### src/rtl/fifo_uart_tx_if.sv
// FIFO read-port bundle between the async FIFO and its UART drain.
// master = the consumer issuing the read strobe, slave = the FIFO read side.
interface fifo_uart_tx_if #(
   parameter int DSIZE = 8
);
   logic [DSIZE-1:0] rdata;
   logic             empty;
   logic             rinc;

   modport master (
      input  rdata,
      input  empty,
      output rinc
   );

   modport slave (
      output rdata,
      output empty,
      input  rinc
   );
endinterface

### src/rtl/fifo_uart_tx.sv
// Pops FIFO words and serializes them as UART frames: start, DSIZE data bits LSB first, stop.
// Define FIFO_UART_TX_PARITY_EN to insert an even-parity bit between the data and stop bits.
module fifo_uart_tx #(
   parameter int DSIZE   = 8,
   parameter int CLK_DIV = 434
) (
   input  logic                 rclk,
   input  logic                 rst,
   fifo_uart_tx_if.master       rd,
   output logic                 txd,
   output logic                 busy
);

   localparam int              BW        = (DSIZE > 1) ? $clog2(DSIZE) : 1;
   localparam logic [15:0]     BAUD_LAST = 16'(CLK_DIV - 1);
   localparam logic [BW-1:0]   BIT_LAST  = BW'(DSIZE - 1);

   typedef enum logic [2:0] {
      IDLE,
      START,
      DATA,
`ifdef FIFO_UART_TX_PARITY_EN
      PARITY,
`endif
      STOP
   } state_t;

   state_t           state, state_n;
   logic [15:0]      baud_cnt, baud_n;
   logic [BW-1:0]    bit_cnt, bit_n;
   logic [DSIZE-1:0] shreg, shreg_n;
   logic             txd_n, busy_n;
   logic             rinc, rinc_n;
   logic             load;
   logic             baud_done;
`ifdef FIFO_UART_TX_PARITY_EN
   logic             par, par_n;
`endif

   assign baud_done = (baud_cnt == BAUD_LAST);
   assign rd.rinc   = rinc;

   // NOTE: every signal written here gets a default first, so no path leaves
   // one unassigned and no latch is inferred.
   always_comb begin
      state_n = state;
      baud_n  = baud_cnt + 16'd1;
      bit_n   = bit_cnt;
      shreg_n = shreg;
      txd_n   = txd;
      busy_n  = busy;
      rinc_n  = 1'b0;
      load    = 1'b0;
`ifdef FIFO_UART_TX_PARITY_EN
      par_n   = par;
`endif

      unique case (state)
         IDLE: begin
            baud_n = '0;
            txd_n  = 1'b1;
            busy_n = 1'b0;
            load   = !rd.empty;
         end
         START: begin
            if (baud_done) begin
               baud_n  = '0;
               bit_n   = '0;
               txd_n   = shreg[0];
               state_n = DATA;
            end
         end
         DATA: begin
            if (baud_done) begin
               baud_n = '0;
               if (bit_cnt == BIT_LAST) begin
`ifdef FIFO_UART_TX_PARITY_EN
                  state_n = PARITY;
                  txd_n   = par;
`else
                  state_n = STOP;
                  txd_n   = 1'b1;
`endif
               end else begin
                  bit_n   = bit_cnt + 1'b1;
                  shreg_n = shreg >> 1;
                  txd_n   = shreg_n[0];
               end
            end
         end
`ifdef FIFO_UART_TX_PARITY_EN
         PARITY: begin
            if (baud_done) begin
               baud_n  = '0;
               state_n = STOP;
               txd_n   = 1'b1;
            end
         end
`endif
         STOP: begin
            if (baud_done) begin
               baud_n = '0;
               // A waiting word starts its frame with no idle gap.
               if (!rd.empty) begin
                  load = 1'b1;
               end else begin
                  state_n = IDLE;
                  busy_n  = 1'b0;
                  txd_n   = 1'b1;
               end
            end
         end
         default: state_n = IDLE;
      endcase

      if (load) begin
         shreg_n = rd.rdata;
         rinc_n  = 1'b1;
         txd_n   = 1'b0;
         busy_n  = 1'b1;
         baud_n  = '0;
         bit_n   = '0;
         state_n = START;
`ifdef FIFO_UART_TX_PARITY_EN
         par_n   = ^rd.rdata;
`endif
      end
   end

   // NOTE: state registers use non-blocking assignments so every flop samples
   // the pre-edge values computed above.
   always_ff @(posedge rclk) begin
      if (rst) begin
         state    <= IDLE;
         baud_cnt <= '0;
         bit_cnt  <= '0;
         shreg    <= '0;
         txd      <= 1'b1;
         busy     <= 1'b0;
         rinc     <= 1'b0;
`ifdef FIFO_UART_TX_PARITY_EN
         par      <= 1'b0;
`endif
      end else begin
         state    <= state_n;
         baud_cnt <= baud_n;
         bit_cnt  <= bit_n;
         shreg    <= shreg_n;
         txd      <= txd_n;
         busy     <= busy_n;
         rinc     <= rinc_n;
`ifdef FIFO_UART_TX_PARITY_EN
         par      <= par_n;
`endif
      end
   end

endmodule

### src/flat_wrapper.sv
// flat-port wrapper written by rule: the top's interface ports become plain ports
module fifo_uart_tx_flat 
#(
   parameter int DSIZE   = 8,
   parameter int CLK_DIV = 434
)
  (rclk, rst, txd, busy, rd_rdata, rd_empty, rd_rinc);
  fifo_uart_tx_if #(.DSIZE(DSIZE)) rd_i ();
  input  logic rclk;
  input  logic rst;
  output logic txd;
  output logic busy;
  input wire logic [$bits(rd_i.rdata)-1:0] rd_rdata;
  input wire logic [$bits(rd_i.empty)-1:0] rd_empty;
  output wire logic [$bits(rd_i.rinc)-1:0] rd_rinc;
  assign rd_i.rdata = rd_rdata;
  assign rd_i.empty = rd_empty;
  assign rd_rinc = rd_i.rinc;
  fifo_uart_tx #(.DSIZE(DSIZE), .CLK_DIV(CLK_DIV)) u_core (.rclk(rclk), .rst(rst), .rd(rd_i), .txd(txd), .busy(busy));
endmodule
### config.mk
export PLATFORM = sky130hd
export DESIGN_NAME = fifo_uart_tx_flat
export DESIGN_NICKNAME = d
export VERILOG_FILES = /design/src/rtl/fifo_uart_tx_if.sv /design/src/rtl/fifo_uart_tx.sv /design/src/flat_wrapper.sv
export SDC_FILE = /design/constraint.sdc
export NUM_CORES = 1
export LEC_CHECK = 0
export CAP_MARGIN = 20
export CORE_MARGIN = 1.5
export CORE_UTILIZATION = 60
export CTS_BUF_LIST = sky130_fd_sc_hd__clkbuf_4 sky130_fd_sc_hd__clkbuf_8 sky130_fd_sc_hd__clkbuf_16
export DETAILED_ROUTE_END_ITERATION = 7
export MAX_ROUTING_LAYER = met4
export PLACE_DENSITY = 0.82
export SYNTH_ARGS = -nofsm -noshare
export SYNTH_HDL_FRONTEND = slang
export SYNTH_SLANG_ARGS = --single-unit
### constraint.sdc
create_clock -name rclk -period 3.4 [get_ports rclk]
set_input_delay 0.68 -clock rclk [delete_from_list [all_inputs] [get_ports rclk]]
set_output_delay 0.68 -clock rclk [all_outputs]
set_load 0.01 [all_outputs]
* After elaboration in Yosys (flattened, before gate mapping)
Cells that the tools add are included.
Storage, ports and cells: bits in registers 33, output and inout port bits 3, logic and storage cells 76
Operators by class: add/subtract/negate cells 2, equal/unequal tests 18, mux-type cells 32, bitwise operators 1, reductions and logical operators 15
Operator list (count):
- $mux 8 | 4
- $pmux 16 s2 | 1
- $mux 3 | 8
- $add 16x1->16 const B | 1
- $eq 16x9->1 const B | 1
- $mux 16 | 1
- $mux 1 | 13
- $ne 2x1->1 const B | 6
- $ne 3x1->1 const B | 4
- $pmux 3 s4 | 1
- $reduce_and 6->1 | 2
- $eq 3x2->1 const B | 2
- $pmux 3 s2 | 1
- $reduce_and 3->1 | 2
- $reduce_bool 2->1 | 3
- $reduce_and 5->1 | 1
- $reduce_bool 5->1 | 1
- $ne 2x2->1 const B | 2
- $pmux 1 s2 | 2
- $pmux 1 s4 | 1
- $reduce_and 4->1 | 1
- $add 3x1->3 const B | 1
- $eq 3x1->1 const B | 1
- $eq 3x3->1 const B | 1
- 7 further kinds | 7

* Longest topological paths before layout
depth in word-level cells 5, gate-level depth with buffers 8, gate-level depth less buffers 7

* Worst setup path before layout
No wires, ideal clock.
path type register -> register, start point register u_core.baud_cnt[0], end point register u_core.state[0], arrival time 2.214 ns, data required time 3.323 ns, slack 1.110 ns, cell stages (with the launch flop) 6, period minus slack after synthesis 2.290 ns, cells stage by stage dfxtp_1 -> ha_1 -> or4b_4 -> or4_4 -> or4_4 -> a41oi_2
On the way: longest elaborated chain between the ends 5
RTL lines:
- start, declared | line fifo_uart_tx.sv:29 | logic [15:0] baud_cnt, baud_n;
- start signal, assigned | line fifo_uart_tx.sv:146 | baud_cnt <= baud_n;
- $eq 16x9->1 (*) | line fifo_uart_tx.sv:40 | assign baud_done = (baud_cnt == BAUD_LAST);
- $mux 1 | line fifo_uart_tx.sv:101 | if (baud_done) begin
- $pmux 1 s2 | line fifo_uart_tx.sv:58 | unique case (state)
- $ne 3x1->1 (no source line) (tied with other cells)
- $reduce_and 6->1 (no source line)
- end signal, assigned | line fifo_uart_tx.sv:145 | state <= state_n;
- end, declared | line fifo_uart_tx.sv:28 | state_t state, state_n;
Every way passes the cells marked *; elsewhere a longest branch is shown, timed or not. A chain may end at the register's enable or synchronous reset.

* Worst setup path in the final report
start point input rd_empty, end point register u_core.state[1]
On the way: longest elaborated chain between the ends 4
RTL lines:
- start, declared | line flat_wrapper.sv:14 | input wire logic [$bits(rd_i.empty)-1:0] rd_empty;
- $mux 1 | line fifo_uart_tx.sv:104 | if (!rd.empty) begin
- $mux 1 | line fifo_uart_tx.sv:101
- $pmux 1 s2 | line fifo_uart_tx.sv:58
- $reduce_or 2->1 (no source line)
Several ways; a longest one is shown, not always the timed one.

==> flow_summary.json <==
{
  "p_switching_mw": 0.402,
  "p_sw_share_pct": 34.9,
  "r2r_slack_ps": 900,
  "setup-violations-final": 0,
  "hold_violations": 0,
  "detail_route.wl_per_cell_um": 13.8,
  "cts_setup_buffers": 0,
  "r2r_start": "u_core.baud_cnt[0]",
  "diodes": 0,
  "initial_core_util_pct": 64.4,
  "period_needed_ps": 2540,
  "yosysWarningCount": 0,
  "cp.required_ps": 3680,
  "p_per_area_nw_per_um2": 622,
  "cts_tree": "yes",
  "netlist_area_um2": 1610,
  "dieArea_um2": 3000,
  "drt-initial-drc-count": 67,
  "synth_seq_area_share_pct": 39.8,
  "grt_pass1_wl_mm": 5.23,
  "fin_crit_sh_pct": 74.6,
  "synthArstFlopShare_pct": 0,
  "grt_antenna_before_repair": 0,
  "dp_worst_setup_slack_ps": 552,
  "ir_drop_uv": 560,
  "vias": 1402,
  "fp.coreArea_um2": 2500,
  "path_clk_slew_ps": 110,
  "dr.pass1.iters": 4,
  "drc": 0,
  "synth_compound_area_share_pct": 12.8,
  "rr_endpoint": "u_core.state[1]",
  "worstSkewPairLatency_ps": 340,
  "slew_viol_final": 0,
  "finalNonFillerCells": 238,
  "setup_ws_ps": 865,
  "holdCritPathClass": "reg -> reg",
  "synth_mux_area_share_pct": 0.622,
  "gp_congestion": 0.856,
  "internal_power_mw": 0.749,
  "worst_setup_path_end_kind": "flop",
  "grt_util_all_layers_pct": 25.4,
  "crit_path_max_fanout": 3,
  "min_to": "u_core.shreg[7]",
  "clkPwrFrac_pct": 25.6,
  "setup-tns-final_ps": 0,
  "fillers": 180,
  "via_per_inst": 5.89,
  "grt_max_degree": 19,
  "yosys.area_share.simple_pct": 29.5,
  "synth_cells": 190,
  "portBuffers": 13,
  "synthAdderAreaFrac_pct": 7.00,
  "status": "finished, final reports clean",
  "ys.flop_type": "dfxtp_1",
  "clock.fmax_mhz": 394,
  "drt.antenna.violating_nets": 0,
  "maxCapViolations": 0,
  "post_cts_resized": 0,
  "dp_cells": 230,
  "synth_nets": 210,
  "crit_arrival_ps": 2810,
  "ioPinCount": 14,
  "pwr-share-comb_pct": 32.4,
  "die_w_um": 54.8,
  "synth_top_family_by_area": "simple AND/OR/NAND/NOR gates",
  "ys_ff_latch": 32,
  "rows": 18,
  "slew_headroom_pct": 63.9,
  "worstSetupPathType": "in -> reg",
  "cts_root_buf": "clkbuf_4",
  "drive_above_1_share_pct": 8.17,
  "synth-edff-count": 0,
  "grt_pass1_vias": 1255,
  "synth-xor-area-share_pct": 7.62,
  "final_common_cell": "nor2_1",
  "finalPower_mw": 1.15,
  "worst_pin_slew_ps": 535,
  "grt-ovfl-total": 0,
  "seqPwrFrac_pct": 41.9,
  "reg2reg_depth": 6,
  "htreeDepth": 2,
  "dpl.hpwl_mm": 2.34,
  "cts_made_buffers": 5,
  "clock_sinks": 32,
  "min_path_cells": 2,
  "yosysUniqueCellTypes": 36,
  "rsz0062_at_grt": "false",
  "layout.nets": 227,
  "die_h_um": 54.8,
  "hold_buffers": 0,
  "leakage_nw": 0.634,
  "cp-start-kind": "input port",
  "cts_buffer_depth": 2,
  "mostFrequentLayoutCells": "nor2_1 (33), dfxtp_1 (32), nand2_1 (29)",
  "fin_worst_skew_ps": 7.03,
  "drt_wl_total_mm": 3.29,
  "syn2layout_area_growth_pct": 15.1,
  "holdCritStartpoint": "u_core.shreg[7]",
  "avgSynthCellArea_um2": 8.47
}
[cells by family (layout without fill, tap and decap cells)]
| family | count (synthesis) | in the layout |
|---|---|---|
| mux | 1 | 1 |
| simple gates | 95 | 95 |
| fa+ha+maj | 9 | 9 |
| buf+inv | 11 | 29 |
| flops | 32 | 32 |
| xor+xnor | 14 | 14 |
| compound gates | 28 | 28 |
[critical path, cell delays in order]
cell and delay [ps]:
clkdlybuf4s50_1 500, or4b_2 620, nor4_1 210, a211oi_1 120, or4b_1 530, a21oi_1 150
[cells in the mapped netlist, types with 3 or more instances]
cell	n	share of area, %
clkbuf_1	3	0.70
o21ai_0	5	1.6
ha_1	9	7.0
or4_4	3	2.1
and2_1	3	1.2
nor3_1	3	0.93
xnor2_1	7	3.8
dfxtp_1	32	40
nand2_1	29	6.8
xor2_1	7	3.8
nor2_1	33	7.7
a311oi_1	7	3.8
nand3_1	6	1.9
nor2b_1	3	1.2
nand4_1	6	2.3
inv_1	6	1.4
a21oi_1	5	1.6
a211oi_1	4	1.9
[registers in the layout (all words and copies together), names as in the netlist]
register / flops
u_core.baud_cnt: 16
u_core.bit_cnt: 3
u_core.busy: 1
u_core.rd.rinc: 1
u_core.shreg: 8
u_core.state: 2
u_core.txd: 1
[layout make-up]
| cell class | count | area, µm² | share of cell area [%] |
|---|---|---|---|
| clock buffer | 5 | 37.5 | 2.03 |
| clock inverter | 3 | 42.5 | 2.30 |
| inverter | 6 | 22.5 | 1.22 |
| multi-input combinational | 147 | 926 | 50.0 |
| sequential | 32 | 641 | 34.6 |
| tap | 30 | 37.5 | 2.03 |
| timing repair buffer | 15 | 145 | 7.84 |
[worst max-delay path by stage]
stage	start	to
final	rd_empty	u_core.state[1]
after global routing	u_core.baud_cnt[0]	u_core.state[1]
after CTS	rd_empty	u_core.state[1]
after detailed placement	rd_empty	u_core.state[1]
after global placement	rd_empty	u_core.state[1]
after floorplan	u_core.baud_cnt[0]	u_core.state[0]
[power groups by stage]
stage | combinational [mW] | clock [mW] | sequential, mW
2_1_floorplan | 0.264 | 0 | 0.484
3_3_place_gp | 0.353 | 0 | 0.485
3_5_place_dp | 0.370 | 0 | 0.490
4_1_cts | 0.372 | 0.301 | 0.481
5_1_grt | 0.415 | 0.311 | 0.488
6_report | 0.373 | 0.295 | 0.483
[per-stage QoR]
stage	cell area, µm²	util (%)	hold slack (ps)
final	1850	74.1	483
after global routing	1850	74.1	508
after CTS	1850	74.1	481
after detailed placement	1770	70.9	466
after global placement	1770	70.9	452
after floorplan	1610	-	441
[metal layers]
metal / up-vias / global-route usage, % / part of all wire [%] / wire, µm
met5: - / - / 0 / 0
met4: 0 / 11.7 / 1.6 / 51
met3: 8 / 5.74 / 6.2 / 205
met2: 54 / 42.9 / 50 / 1640
met1: 640 / 28.4 / 42 / 1400
li1: 700 / - / - / -
Note: power is estimated with default switching activity, not from simulation.
==> variant 1 (same settings) <==
The option `FIFO_UART_TX_PARITY_EN` is turned on by a define.
--- a/src/rtl/fifo_uart_tx.sv
+++ b/src/rtl/fifo_uart_tx.sv
@@ -2,2 +2,4 @@
 // Define FIFO_UART_TX_PARITY_EN to insert an even-parity bit between the data and stop bits.
+`define FIFO_UART_TX_PARITY_EN
+
 module fifo_uart_tx #(
Check against the original RTL: no difference found for any inputs over 10 cycles, from zero or initial values and one cycle with rst high; that may be too few to reach the edited logic, so the function may still have changed.
==> variant 1 against the original RTL <==
Cell area is essentially flat. Wire length is 3.6% higher. Synthesized cell count shrank 3.2%. Hold slack lost 4.9 ps. Via count is 1.1% lower. Register-to-register slack improved by 190 ps. Synthesized area up 3.5%. Sequential cell count rose by 2. Critical path type is now reg -> reg. Die area grew 3.3%. Setup slack improved by 230 ps.
Power is not compared: it rests on default switching activity, and its combinational part moved more than twofold at a synthesized area within 25%.
==> variant 1: results (changes against the original RTL) <==
- Synth Area in XOR/XNOR: 0.116 (was 0.0762)
- Clk_skew: 6.31 ps (was 7.03 ps)
- Dpl cell area: 1770 um^2 (about the same)
- WL per Instance: 15.1 um (was 13.8 um)
- M3 GR Usage: 0.0860 (was 0.0574)
- Slowest stage delay, CP: 740 ps (was 620 ps)
- Complex-gate fraction of the synthesized area: 0.119 (was 0.128)
- Mux cell area share after synthesis: 0.0120 (was 0.00622)
- Synth top area cells: dfxtp_1 (41%), xnor2_1 (6.8%), nor2_1 (6.5%) (was dfxtp_1 (40%), nor2_1 (7.7%), ha_1 (7.0%))
- Worst-path fanout max: 11 (was 3)
- Post-synthesis adder-cell area fraction: 0.0368 (was 0.0700)
- Routing usage on met1: 0.299 (was 0.284)
- Vias in the first global route: 1330 (was 1255)
- Avg Inst Size Synth: 9.05 um^2 (was 8.47 um^2)
- Global-route wire length before repair: 5920 um (was 5230 um)
- Synthesized Nets: 199 (was 210)
- Post-detail-place hpwl: 2310 um (was 2340 um)
- Crit path DAT: 2590 ps (was 2810 ps)
- Commonest cells post-synth: dfxtp_1 (34), nor2_1 (29), nand3_1 (14) (was nor2_1 (33), dfxtp_1 (32), nand2_1 (29))
- Routability cong.: 0.755 (was 0.856)
- Relative slew slack: 0.473 (was 0.639)
- 1st-iter DRT viols: 78 (was 67)
- Register area share after synthesis: 0.409 (was 0.398)
- Worst path top cell family by delay: compound AO/OA/AOI/OAI gates (was simple AND/OR/NAND/NOR gates)
- Placed cell count: 218 (was 230)
- Outcome: completed (unchanged)
- Total track usage: 0.254 (about the same)
- Met2 global-route usage: 0.398 (was 0.429)
- Routed vias: 1386 (was 1402)
## variant 1: metal layers
layer  routed length, um  up-vias
li1                    -      670
met2                1620       54
met5                   0        -
met1                1490      649
met4                  91        0
met3                 202       13
## variant 1: worst register-to-register path, stage by stage, from the launching register on
cell and delay (ps):
dfxtp_1 420, ha_1 180, nor4b_4 260, nand4_4 220, a211oi_2 740, a22oi_1 250
a21oi_1 180
## variant 1: path summary, 6_finish.rpt
path	end	depth (start not counted)	from	slack, ps
max reg2reg	u_core.shreg[6]	6	u_core.baud_cnt[0]	1090
min reg2reg	u_core.busy	1	u_core.busy	480
min	u_core.busy	1	u_core.busy	480
max	u_core.shreg[6]	6	u_core.baud_cnt[0]	1090
## variant 1: power by group
group,internal (uW),switching [uW]
sequential,410,8.72
combinational,38.5,38.9
clock,141,138
## variant 1: area by class of cell
class | count | area, um^2
clock buffer | 8 | 78.8
multi-input combinational | 137 | 907
sequential | 34 | 681
fill | 192 | 692
tap | 30 | 37.5
inverter | 3 | 11.3
timing repair buffer | 14 | 138
==> variant 2 (config.mk and constraints unchanged) <==
Made on the original files. Register the output `txd` once more, cleared by the reset; this adds one clock of latency there. The other outputs are not delayed to match.
--- a/src/rtl/fifo_uart_tx.sv
+++ b/src/rtl/fifo_uart_tx.sv
@@ -27,2 +27,4 @@
 
+   logic txd_s0;
+
    state_t           state, state_n;
@@ -49,3 +51,3 @@
       shreg_n = shreg;
-      txd_n   = txd;
+      txd_n   = txd_s0;
       busy_n  = busy;
@@ -137,3 +139,3 @@
          shreg    <= '0;
-         txd      <= 1'b1;
+         txd_s0   <= 1'b1;
          busy     <= 1'b0;
@@ -148,3 +150,3 @@
          shreg    <= shreg_n;
-         txd      <= txd_n;
+         txd_s0   <= txd_n;
          busy     <= busy_n;
@@ -157,2 +159,10 @@
 
+   always_ff @(posedge rclk) begin
+      if (rst) begin
+         txd <= '0;
+      end else begin
+         txd <= txd_s0;
+      end
+   end
+
 endmodule
Function: changed (Yosys sat finds a counterexample within 4 cycles, from zero or initial values and one cycle with rst high).
==> variant 2 against the original RTL <==
Via count decreased by 2.5%. Global-route usage down 1.9 points. Setup slack improved by 210 ps. Critical path depth grew 1. Core utilization shrank 0.18 points. Die area grew 3.2%. Clock power is 16% lower. Wire length up 1.3%. Power grew 2.0%. Cell area rose by 1.6%. Synthesized area increased by 3.3%. Sequential cell count grew 1. Fmax increased by 8.9%. First-iteration DRC count shrank 39%. Highest routed layer unchanged.
==> variant 2: results (changes against the original RTL) <==
- Hold Path End: u_core.busy (was u_core.shreg[7])
- Outcome: completed (unchanged)
- Largest net degree at the start of global routing: 21 (was 19)
- Routability cong.: 0.785 (was 0.856)
- Relative slew slack: 0.564 (was 0.639)
- Global-route wire length before repair: 5780 um (was 5230 um)
- WL final: 3330 um (was 3290 um)
- Complex-gate fraction of the synthesized area: 0.139 (was 0.128)
- WL per Instance: 13.9 um (was 13.8 um)
- Commonest cells post-synth: dfxtp_1 (33), nand2_1 (31), nor2_1 (29) (was nor2_1 (33), dfxtp_1 (32), nand2_1 (29))
- Total track usage: 0.235 (was 0.254)
- Mux cell area share after synthesis: 0.00602 (was 0.00622)
- R2R Path Start: u_core.bit_cnt[0] (was u_core.baud_cnt[0])
- 1st-iter DRT viols: 41 (was 67)
- Post-synthesis adder-cell area fraction: 0.0677 (was 0.0700)
- Metal-1 WL: 1490 um (was 1400 um)
- Placed cell count: 232 (was 230)
- Routed vias: 1367 (was 1402)
- Highest-delay cell along the critical path: or4_1 (was or4b_2)
- Vias in the first global route: 1348 (was 1255)
- Met2 WL: 1680 um (was 1640 um)
- Met3 wire length: 150 um (was 205 um)
- Synth unique cells: 38 (was 36)
- Reg2Reg Depth: 7 (was 6)
- Register area share after synthesis: 0.397 (was 0.398)
- CP Launch Point: u_core.bit_cnt[0] (was rd_empty)
- Synth Area in XOR/XNOR: 0.0737 (was 0.0762)
- Worst setup path end: u_core.shreg[2] (was u_core.state[1])
variant 2: power groups by stage:
| stage | Clock [uW] | Sequential, uW | Combinational, uW |
|---|---|---|---|
| floorplan | 0 | 506 | 304 |
| global placement | 0 | 508 | 394 |
| detailed placement | 0 | 512 | 410 |
| CTS | 252 | 504 | 413 |
| global route | 266 | 514 | 468 |
| finish | 249 | 505 | 420 |
variant 2: stage by stage:
step	setup slack [ps]	hold WS [ps]
after floorplan	1210	439
after CTS	1080	479
after global routing	902	494
after detailed placement	1010	464
final	1070	478
after global placement	1050	454
variant 2: layer usage:
layer	GRT usage	up-vias
li1	-	701
met1	0.276	629
met2	0.410	35
met3	0.0651	2
met4	0.0383	0
met5	-	-
variant 2: final cells by class:
| cell class | instances | area (um^2) |
|---|---|---|
| repair buffers | 14 | 138 |
| clock inverters | 1 | 5.00 |
| well taps | 30 | 37.5 |
| multi-input cells | 149 | 952 |
| flip-flops and latches | 33 | 661 |
| inverters | 6 | 22.5 |
| fillers | 201 | 664 |
| clock buffers | 7 | 65.1 |
